File: src/rtl/mem_arbiter.sv
// rtl/mem_arbiter.sv - NCH-channel arbiter serialising 1/2/4-byte accesses onto a byte-wide RAM port
//
// Optional feature macro: MEM_ARB_RR_EN (round-robin arbitration; fixed priority when undefined).
//
// Ports:
//   clock, reset       clock and synchronous active-high reset
//   ch_req/ch_we       per-channel request and write select
//   ch_addr/ch_wdata   per-channel byte address and write data (channel k in slice k)
//   ch_len/ch_signed   per-channel transfer length code and sign-extension select
//   ch_ready           one-hot, one-cycle completion pulse
//   ch_rdata           shared read result, held until the next read completes
//   ram_rw/ram_addr    byte RAM port control and address
//   ram_w_data         byte RAM write data
//   ram_r_data         byte RAM read data, valid RD_LAT edges after ram_addr
//   busy               high while a transfer is in flight
module mem_arbiter #(
    parameter int NCH    = 2,
    parameter int ADDR_W = 32,
    parameter int RD_LAT = 1
) (
    input  logic                  clock,
    input  logic                  reset,
    input  logic [NCH-1:0]        ch_req,
    input  logic [NCH-1:0]        ch_we,
    input  logic [NCH*ADDR_W-1:0] ch_addr,
    input  logic [NCH*32-1:0]     ch_wdata,
    input  logic [NCH*3-1:0]      ch_len,
    input  logic [NCH-1:0]        ch_signed,
    output logic [NCH-1:0]        ch_ready,
    output logic [31:0]           ch_rdata,
    output logic                  ram_rw,
    output logic [ADDR_W-1:0]     ram_addr,
    output logic [7:0]            ram_w_data,
    input  logic [7:0]            ram_r_data,
    output logic                  busy
);
    localparam int IDX_W = (NCH > 1) ? $clog2(NCH) : 1;

    typedef enum logic [1:0] {IDLE, RD, WR} state_t;

    state_t            state, state_next;
    logic              win_valid, accept, done;
    logic [IDX_W-1:0]  win_idx, ch_idx;
    logic [ADDR_W-1:0] sel_addr, addr_r;
    logic [31:0]       sel_wdata, wdata_r, rbuf, raw, ext;
    logic [2:0]        sel_len_code, sel_len, len_r;
    logic              signed_r;
    // cyc counts edges since the accept edge; it drives both the issue index
    // (cyc) and the capture index (cyc - RD_LAT) so one counter serves both.
    logic [3:0]        cyc, cap_idx;
    logic              cap_hit, cap_last;

`ifdef MEM_ARB_RR_EN
    logic [IDX_W-1:0]  rr_ptr;
`endif

    // Arbitration
    always_comb begin
        win_valid = 1'b0;
        win_idx   = '0;
`ifdef MEM_ARB_RR_EN
        for (int off = 0; off < NCH; off++) begin
            int c;
            c = (int'(rr_ptr) + off) % NCH;
            if (!win_valid && ch_req[c]) begin
                win_valid = 1'b1;
                win_idx   = IDX_W'(c);
            end
        end
`else
        // Walk downwards so the lowest requesting index is the one left standing.
        for (int c = NCH - 1; c >= 0; c--) begin
            if (ch_req[c]) begin
                win_valid = 1'b1;
                win_idx   = IDX_W'(c);
            end
        end
`endif
    end

    always_comb begin
        sel_addr     = ch_addr[int'(win_idx)*ADDR_W +: ADDR_W];
        sel_wdata    = ch_wdata[int'(win_idx)*32 +: 32];
        sel_len_code = ch_len[int'(win_idx)*3 +: 3];
        casez (sel_len_code)
            3'b1??:  sel_len = 3'd4;
            3'b01?:  sel_len = 3'd2;
            default: sel_len = 3'd1;
        endcase
    end

    assign cap_hit  = (cyc >= 4'(RD_LAT));
    assign cap_idx  = cyc - 4'(RD_LAT);
    assign cap_last = cap_hit && (cap_idx == ({1'b0, len_r} - 4'd1));

    // Final byte comes straight from the RAM so the result registers on the capture edge.
    always_comb begin
        raw = rbuf;
        raw[{cap_idx[1:0], 3'b000} +: 8] = ram_r_data;
        case (len_r)
            3'd4:    ext = raw;
            3'd2:    ext = {{16{signed_r & raw[15]}}, raw[15:0]};
            default: ext = {{24{signed_r & raw[7]}}, raw[7:0]};
        endcase
    end

    // FSM
    always_ff @(posedge clock) begin
        if (reset) state <= IDLE;
        else       state <= state_next;
    end

    always_comb begin
        state_next = state;
        accept     = 1'b0;
        done       = 1'b0;
        case (state)
            IDLE: if (win_valid) begin
                accept     = 1'b1;
                state_next = ch_we[win_idx] ? WR : RD;
            end
            WR: if (cyc == {1'b0, len_r}) begin
                done       = 1'b1;
                state_next = IDLE;
            end
            RD: if (cap_last) begin
                done       = 1'b1;
                state_next = IDLE;
            end
            default: state_next = IDLE;
        endcase
    end

    // Datapath
    always_ff @(posedge clock) begin
        if (reset) begin
            ch_ready   <= '0;
            ch_rdata   <= '0;
            ram_rw     <= 1'b0;
            ram_addr   <= '0;
            ram_w_data <= '0;
            busy       <= 1'b0;
            addr_r     <= '0;
            wdata_r    <= '0;
            len_r      <= 3'd1;
            signed_r   <= 1'b0;
            ch_idx     <= '0;
            cyc        <= '0;
            rbuf       <= '0;
`ifdef MEM_ARB_RR_EN
            rr_ptr     <= '0;
`endif
        end else begin
            ch_ready <= '0;
            if (accept) begin
                addr_r     <= sel_addr;
                wdata_r    <= sel_wdata;
                len_r      <= sel_len;
                signed_r   <= ch_signed[win_idx];
                ch_idx     <= win_idx;
                cyc        <= 4'd1;
                ram_addr   <= sel_addr;
                ram_w_data <= sel_wdata[7:0];
                ram_rw     <= ch_we[win_idx];
                busy       <= 1'b1;
`ifdef MEM_ARB_RR_EN
                rr_ptr     <= (win_idx == IDX_W'(NCH - 1)) ? '0 : win_idx + 1'b1;
`endif
            end else if (state == WR) begin
                if (done) begin
                    ram_rw           <= 1'b0;
                    ch_ready[ch_idx] <= 1'b1;
                    busy             <= 1'b0;
                end else begin
                    ram_addr   <= addr_r + ADDR_W'(cyc);
                    ram_w_data <= wdata_r[{cyc[1:0], 3'b000} +: 8];
                    cyc        <= cyc + 4'd1;
                end
            end else if (state == RD) begin
                if (cyc < {1'b0, len_r})
                    ram_addr <= addr_r + ADDR_W'(cyc);
                if (cap_hit)
                    rbuf[{cap_idx[1:0], 3'b000} +: 8] <= ram_r_data;
                if (done) begin
                    ch_rdata         <= ext;
                    ch_ready[ch_idx] <= 1'b1;
                    busy             <= 1'b0;
                end
                cyc <= cyc + 4'd1;
            end
        end
    end
endmodule
File: config.mk
export PLATFORM = sky130hd
export DESIGN_NAME = mem_arbiter
export DESIGN_NICKNAME = d
export VERILOG_FILES = /design/src/rtl/mem_arbiter.sv
export SDC_FILE = /design/constraint.sdc
export NUM_CORES = 1
export LEC_CHECK = 0
export CAP_MARGIN = 20
export CORE_ASPECT_RATIO = 1.4
export CORE_MARGIN = 5
export CORE_UTILIZATION = 45
export DETAILED_ROUTE_END_ITERATION = 12
export PLACE_DENSITY = 0.78
export SLEW_MARGIN = 40
export SYNTH_ARGS = -nofsm -noshare
export SYNTH_HDL_FRONTEND = slang
export SYNTH_SLANG_ARGS = --single-unit
File: constraint.sdc
create_clock -name clock -period 3.4 [get_ports clock]
set_clock_uncertainty 0.05 [all_clocks]
set_input_delay 0.51 -clock clock [delete_from_list [all_inputs] [get_ports clock]]
set_output_delay 0.51 -clock clock [all_outputs]
set_load 0.01 [all_outputs]
==> impl_metrics.ini, run 1 <==
[outcome]
run_status = finished, final reports clean

[hold_path]
whs_path_depth = 2
startpoint_of_the_worst_hold_path = wdata_r[1]$_SDFFE_PP0P_
timing.hold.worst_endpoint = wdata_r[1]$_SDFFE_PP0P_
timing.hold.worst.class = flip-flop to flip-flop

[grt]
grt_overflow = 0
grt_max_degree = 85
grt_use_total_pct = 22.2
grt_first_pass_wirelength_mm = 44.1
number_of_antenna_violations_at_the_first_check_in_global_routing = 1
grt_pass1_vias = 8659

[finish]
diodes = 0
drive_gt1_share_pct = 9.12
fin_cells = 1543
area_delta_synth_final_pct = 31.3
regArea_um2 = 3660
final_core_util_pct = 59.4
finish.net_count = 1441
multi_input_area_um2 = 5380
num-fill-cells = 1832
finalInstanceArea_um2 = 12500

[timing]
layout_worst_path_cycle_share_pct = 87.2
final-setup-viol-count = 0
setup_total_negative_slack_ns = 0
final_period_minus_worst_setup_slack_ns = 2.96
maxSlewHeadroom_pct = 46.7
final_max_slew_viols = 0
grt_setup_unrepaired = false
maxClockFrequency_ghz = 0.337
timing.final.hold_violations = 0
worst_slew_pin_slew_ns = 0.797

[clocking]
cts_post_setup_buffers_inserted = 0
cts_max_level = 4
cts.hold.buffers_added = 0
clk_latency_ns = 0.43
clockRootBuffer = sky130_fd_sc_hd__clkbuf_16
cts.sinks = 183
cts_tree = done
cts_inserted_buffers = 17
cts_resized = 0
cts_max_path_buffers = 2
clkSlewWorstSetupHoldPaths_ns = 0.07

[routing]
detailroute.via_count = 8699
wl_mm = 27.4
top_layer_used = met5
post_drt_wl_per_cell_um = 17.7
detailedRoute.firstIterationViolations = 609
final_antenna_net_count = 0
detailroute.wirelength.met2_mm = 14.5
dr_wl_met3_mm = 1.43
detailedRoute.firstPassIterationCount = 5
drt_drc_violations_left = 0
wl_met1_mm = 10.9
via_per_inst = 5.64

[worst_setup_path]
rrSetupSlack_ns = 0.44
crit_chain = buf_4 -> ha_1 -> or4b_2 -> and3_1 -> o211a_4 -> nand4_4 -> and2_2 -> buf_12 -> a311oi_2
worstSetupPathType = flip-flop to flip-flop
cell_family_contributing_the_most_delay_on_the_critical_path = simple AND/OR/NAND/NOR gates
crit_fanout = 32
cp.required_ns = 3.64
path_buf_inv = 2
start_kind = flip-flop
critical_path.max_stage_delay_ns = 0.63
worstRegToRegCells = 9
endpoint_kind = flip-flop
r2r-start = cyc[0]$_SDFFE_PP0P_
worst_path_max_delay_cell = sky130_fd_sc_hd__or4b_2
timing.rr.end = ram_addr[9]$_SDFFE_PP0P_
worstPathArrival_ns = 3.21

[synth]
synth.top_cell.area_share_pct = 38.6
number_of_enable_type_register_cells_in_the_synthesized_netlist = 0
netlist.top_cell.by_area = sky130_fd_sc_hd__dfxtp_1
avgSynthCellArea_um2 = 8.64
yosysWarningCount = 0
synthTopCellsByArea = sky130_fd_sc_hd__dfxtp_1 (39%), sky130_fd_sc_hd__a211oi_1 (6.6%), sky130_fd_sc_hd__a21oi_1 (6.4%), sky130_fd_sc_hd__nand2_1 (4.7%), sky130_fd_sc_hd__nor2_1 (4.4%)
syn-cell-area_um2 = 9490
synth_async_sr_flop_share_pct = 0
number_of_distinct_library_cells_after_synthesis = 67
post-synth-top-count-cell = sky130_fd_sc_hd__dfxtp_1
synthTopCellsByCount = sky130_fd_sc_hd__dfxtp_1 (183), sky130_fd_sc_hd__a21oi_1 (122), sky130_fd_sc_hd__nand2_1 (119), sky130_fd_sc_hd__nor2_1 (112), sky130_fd_sc_hd__a211oi_1 (84)
syn_nets = 1269
ys_seq_elements = 183
cell_count_after_synthesis = 1098
ys_seq_area_share_pct = 38.6
synth_ff_type = sky130_fd_sc_hd__dfxtp_1

[run]
maxCapViolations = 0

[power_and_ir_drop]
pwr_density_cell_nw_per_um2 = 518
vdd_ir_drop_max_v = 0.000326
p_leak_nw = 4.40
fin_total_pwr_w = 0.00645

[floorplanning]
die_ar_um2 = 24100
io_pins = 226
die-height_um = 182
overall_die_width_um = 133
rows = 63
fp.coreArea_um2 = 21000
initial_utilization_pct = 45.3

[placement]
io_buffer_count = 223
gpl.final_weighted_congestion = 0.870
hpwl_mm = 20.0
place_area_um2 = 11900
place.detailed.instances = 1510
## where the power goes
part           switching (W)  internal [W]
combinational        0.00102      0.000907
clock               0.000950      0.000984
sequential          0.000174       0.00241
## how the worst max path moves through the flow
stage	startpoint	endpoint	slack, ns	cells past startpoint
after CTS	cyc[0]$_SDFFE_PP0P_	ram_addr[30]$_SDFFE_PP0P_	0.44	9
final	cyc[0]$_SDFFE_PP0P_	ram_addr[9]$_SDFFE_PP0P_	0.44	9
after detailed placement	ch_req[1]	ram_addr[30]$_SDFFE_PP0P_	0.37	8
after floorplan	cyc[1]$_SDFFE_PP0P_	ram_addr[11]$_SDFFE_PP0P_	0.29	11
after global routing	cyc[0]$_SDFFE_PP0P_	ram_addr[30]$_SDFFE_PP0P_	0.30	9
after global placement	ch_req[1]	ch_rdata[18]$_SDFFE_PP0P_	0.44	7
## flip-flops by register name, indices dropped and copies added (netlist names), 2 cells and up
| signal | cells |
|---|---|
| addr_r | 32 |
| ch_rdata | 32 |
| ch_ready | 2 |
| cyc | 4 |
| len_r | 3 |
| ram_addr | 32 |
| ram_w_data | 8 |
| rbuf | 32 |
| state | 2 |
| wdata_r | 32 |
## metal layers
| layer | vias to the layer above | global-route usage (%) |
|---|---|---|
| li1 | 4309 | - |
| met2 | 246 | 40.5 |
| met5 | - | 0 |
| met4 | 2 | 7.20 |
| met3 | 42 | 5.18 |
| met1 | 4100 | 25.4 |
## metrics by stage
step           hold WS (ns)  setup slack [ns]
2_1_floorplan         0.373             0.292
3_3_place_gp          0.391             0.435
3_5_place_dp          0.401             0.372
4_1_cts               0.412             0.436
5_1_grt               0.432             0.295
6_report              0.411             0.436
## cell usage in the layout, fill, tap and decap left out, types with 4 or more instances in the layout
master                            instances
sky130_fd_sc_hd__a211oi_1                84
sky130_fd_sc_hd__a21oi_1                122
sky130_fd_sc_hd__a22o_1                  39
sky130_fd_sc_hd__a22oi_1                  5
sky130_fd_sc_hd__a311oi_1                12
sky130_fd_sc_hd__a311oi_2                27
sky130_fd_sc_hd__a31oi_1                  4
sky130_fd_sc_hd__and3_1                   6
sky130_fd_sc_hd__buf_4                   20
sky130_fd_sc_hd__clkbuf_16               17
sky130_fd_sc_hd__clkdlybuf4s50_1        221
sky130_fd_sc_hd__dfxtp_1                183
sky130_fd_sc_hd__ha_1                    19
sky130_fd_sc_hd__inv_1                   17
sky130_fd_sc_hd__inv_8                    6
sky130_fd_sc_hd__mux2i_1                 30
sky130_fd_sc_hd__mux4_2                   8
sky130_fd_sc_hd__nand2_1                119
sky130_fd_sc_hd__nand2b_1                33
sky130_fd_sc_hd__nand3_1                 10
sky130_fd_sc_hd__nand4_1                  8
sky130_fd_sc_hd__nor2_1                 112
sky130_fd_sc_hd__nor2b_1                 42
sky130_fd_sc_hd__nor3_1                  19
sky130_fd_sc_hd__nor4_1                   5
sky130_fd_sc_hd__nor4b_1                  4
sky130_fd_sc_hd__o21ai_0                 11
sky130_fd_sc_hd__xnor2_1                 12
sky130_fd_sc_hd__xor2_1                  14
## worst min-delay path, cell delays in order, from the launching register on
cell                      delay, ns
sky130_fd_sc_hd__dfxtp_1       0.31
sky130_fd_sc_hd__nand2_1       0.05
sky130_fd_sc_hd__a21oi_1       0.05
## layout make-up
class,instances,share of cell area [%]
clock buffer,17,3.41
clock inverter,15,1.27
multi-input combinational,805,43.2
tap,260,2.61
timing repair buffer,246,19.6
sequential,183,29.4
inverter,17,0.512
## kinds of logic (layout without fill, tap and decap cells)
group,after synthesis,in the layout,share of synthesized area [%]
and+or+nand+nor,384,384,19.9
muxes,38,38,5.06
AOI/OAI and AO/OA,336,336,26.2
xor gates and xnor gates,26,26,2.40
buffers and inverters,110,295,5.04
DFF,183,183,38.6
adders and majority gates,21,21,2.85
(Power assumes the default switching activity.)
==> inputs of run 2 (changes only) <==
Settings changed: SKIP_CTS_REPAIR_TIMING from default to 1.
==> results of run 2 <==
Final layout, timing and power as in run 1 (identical DEF).
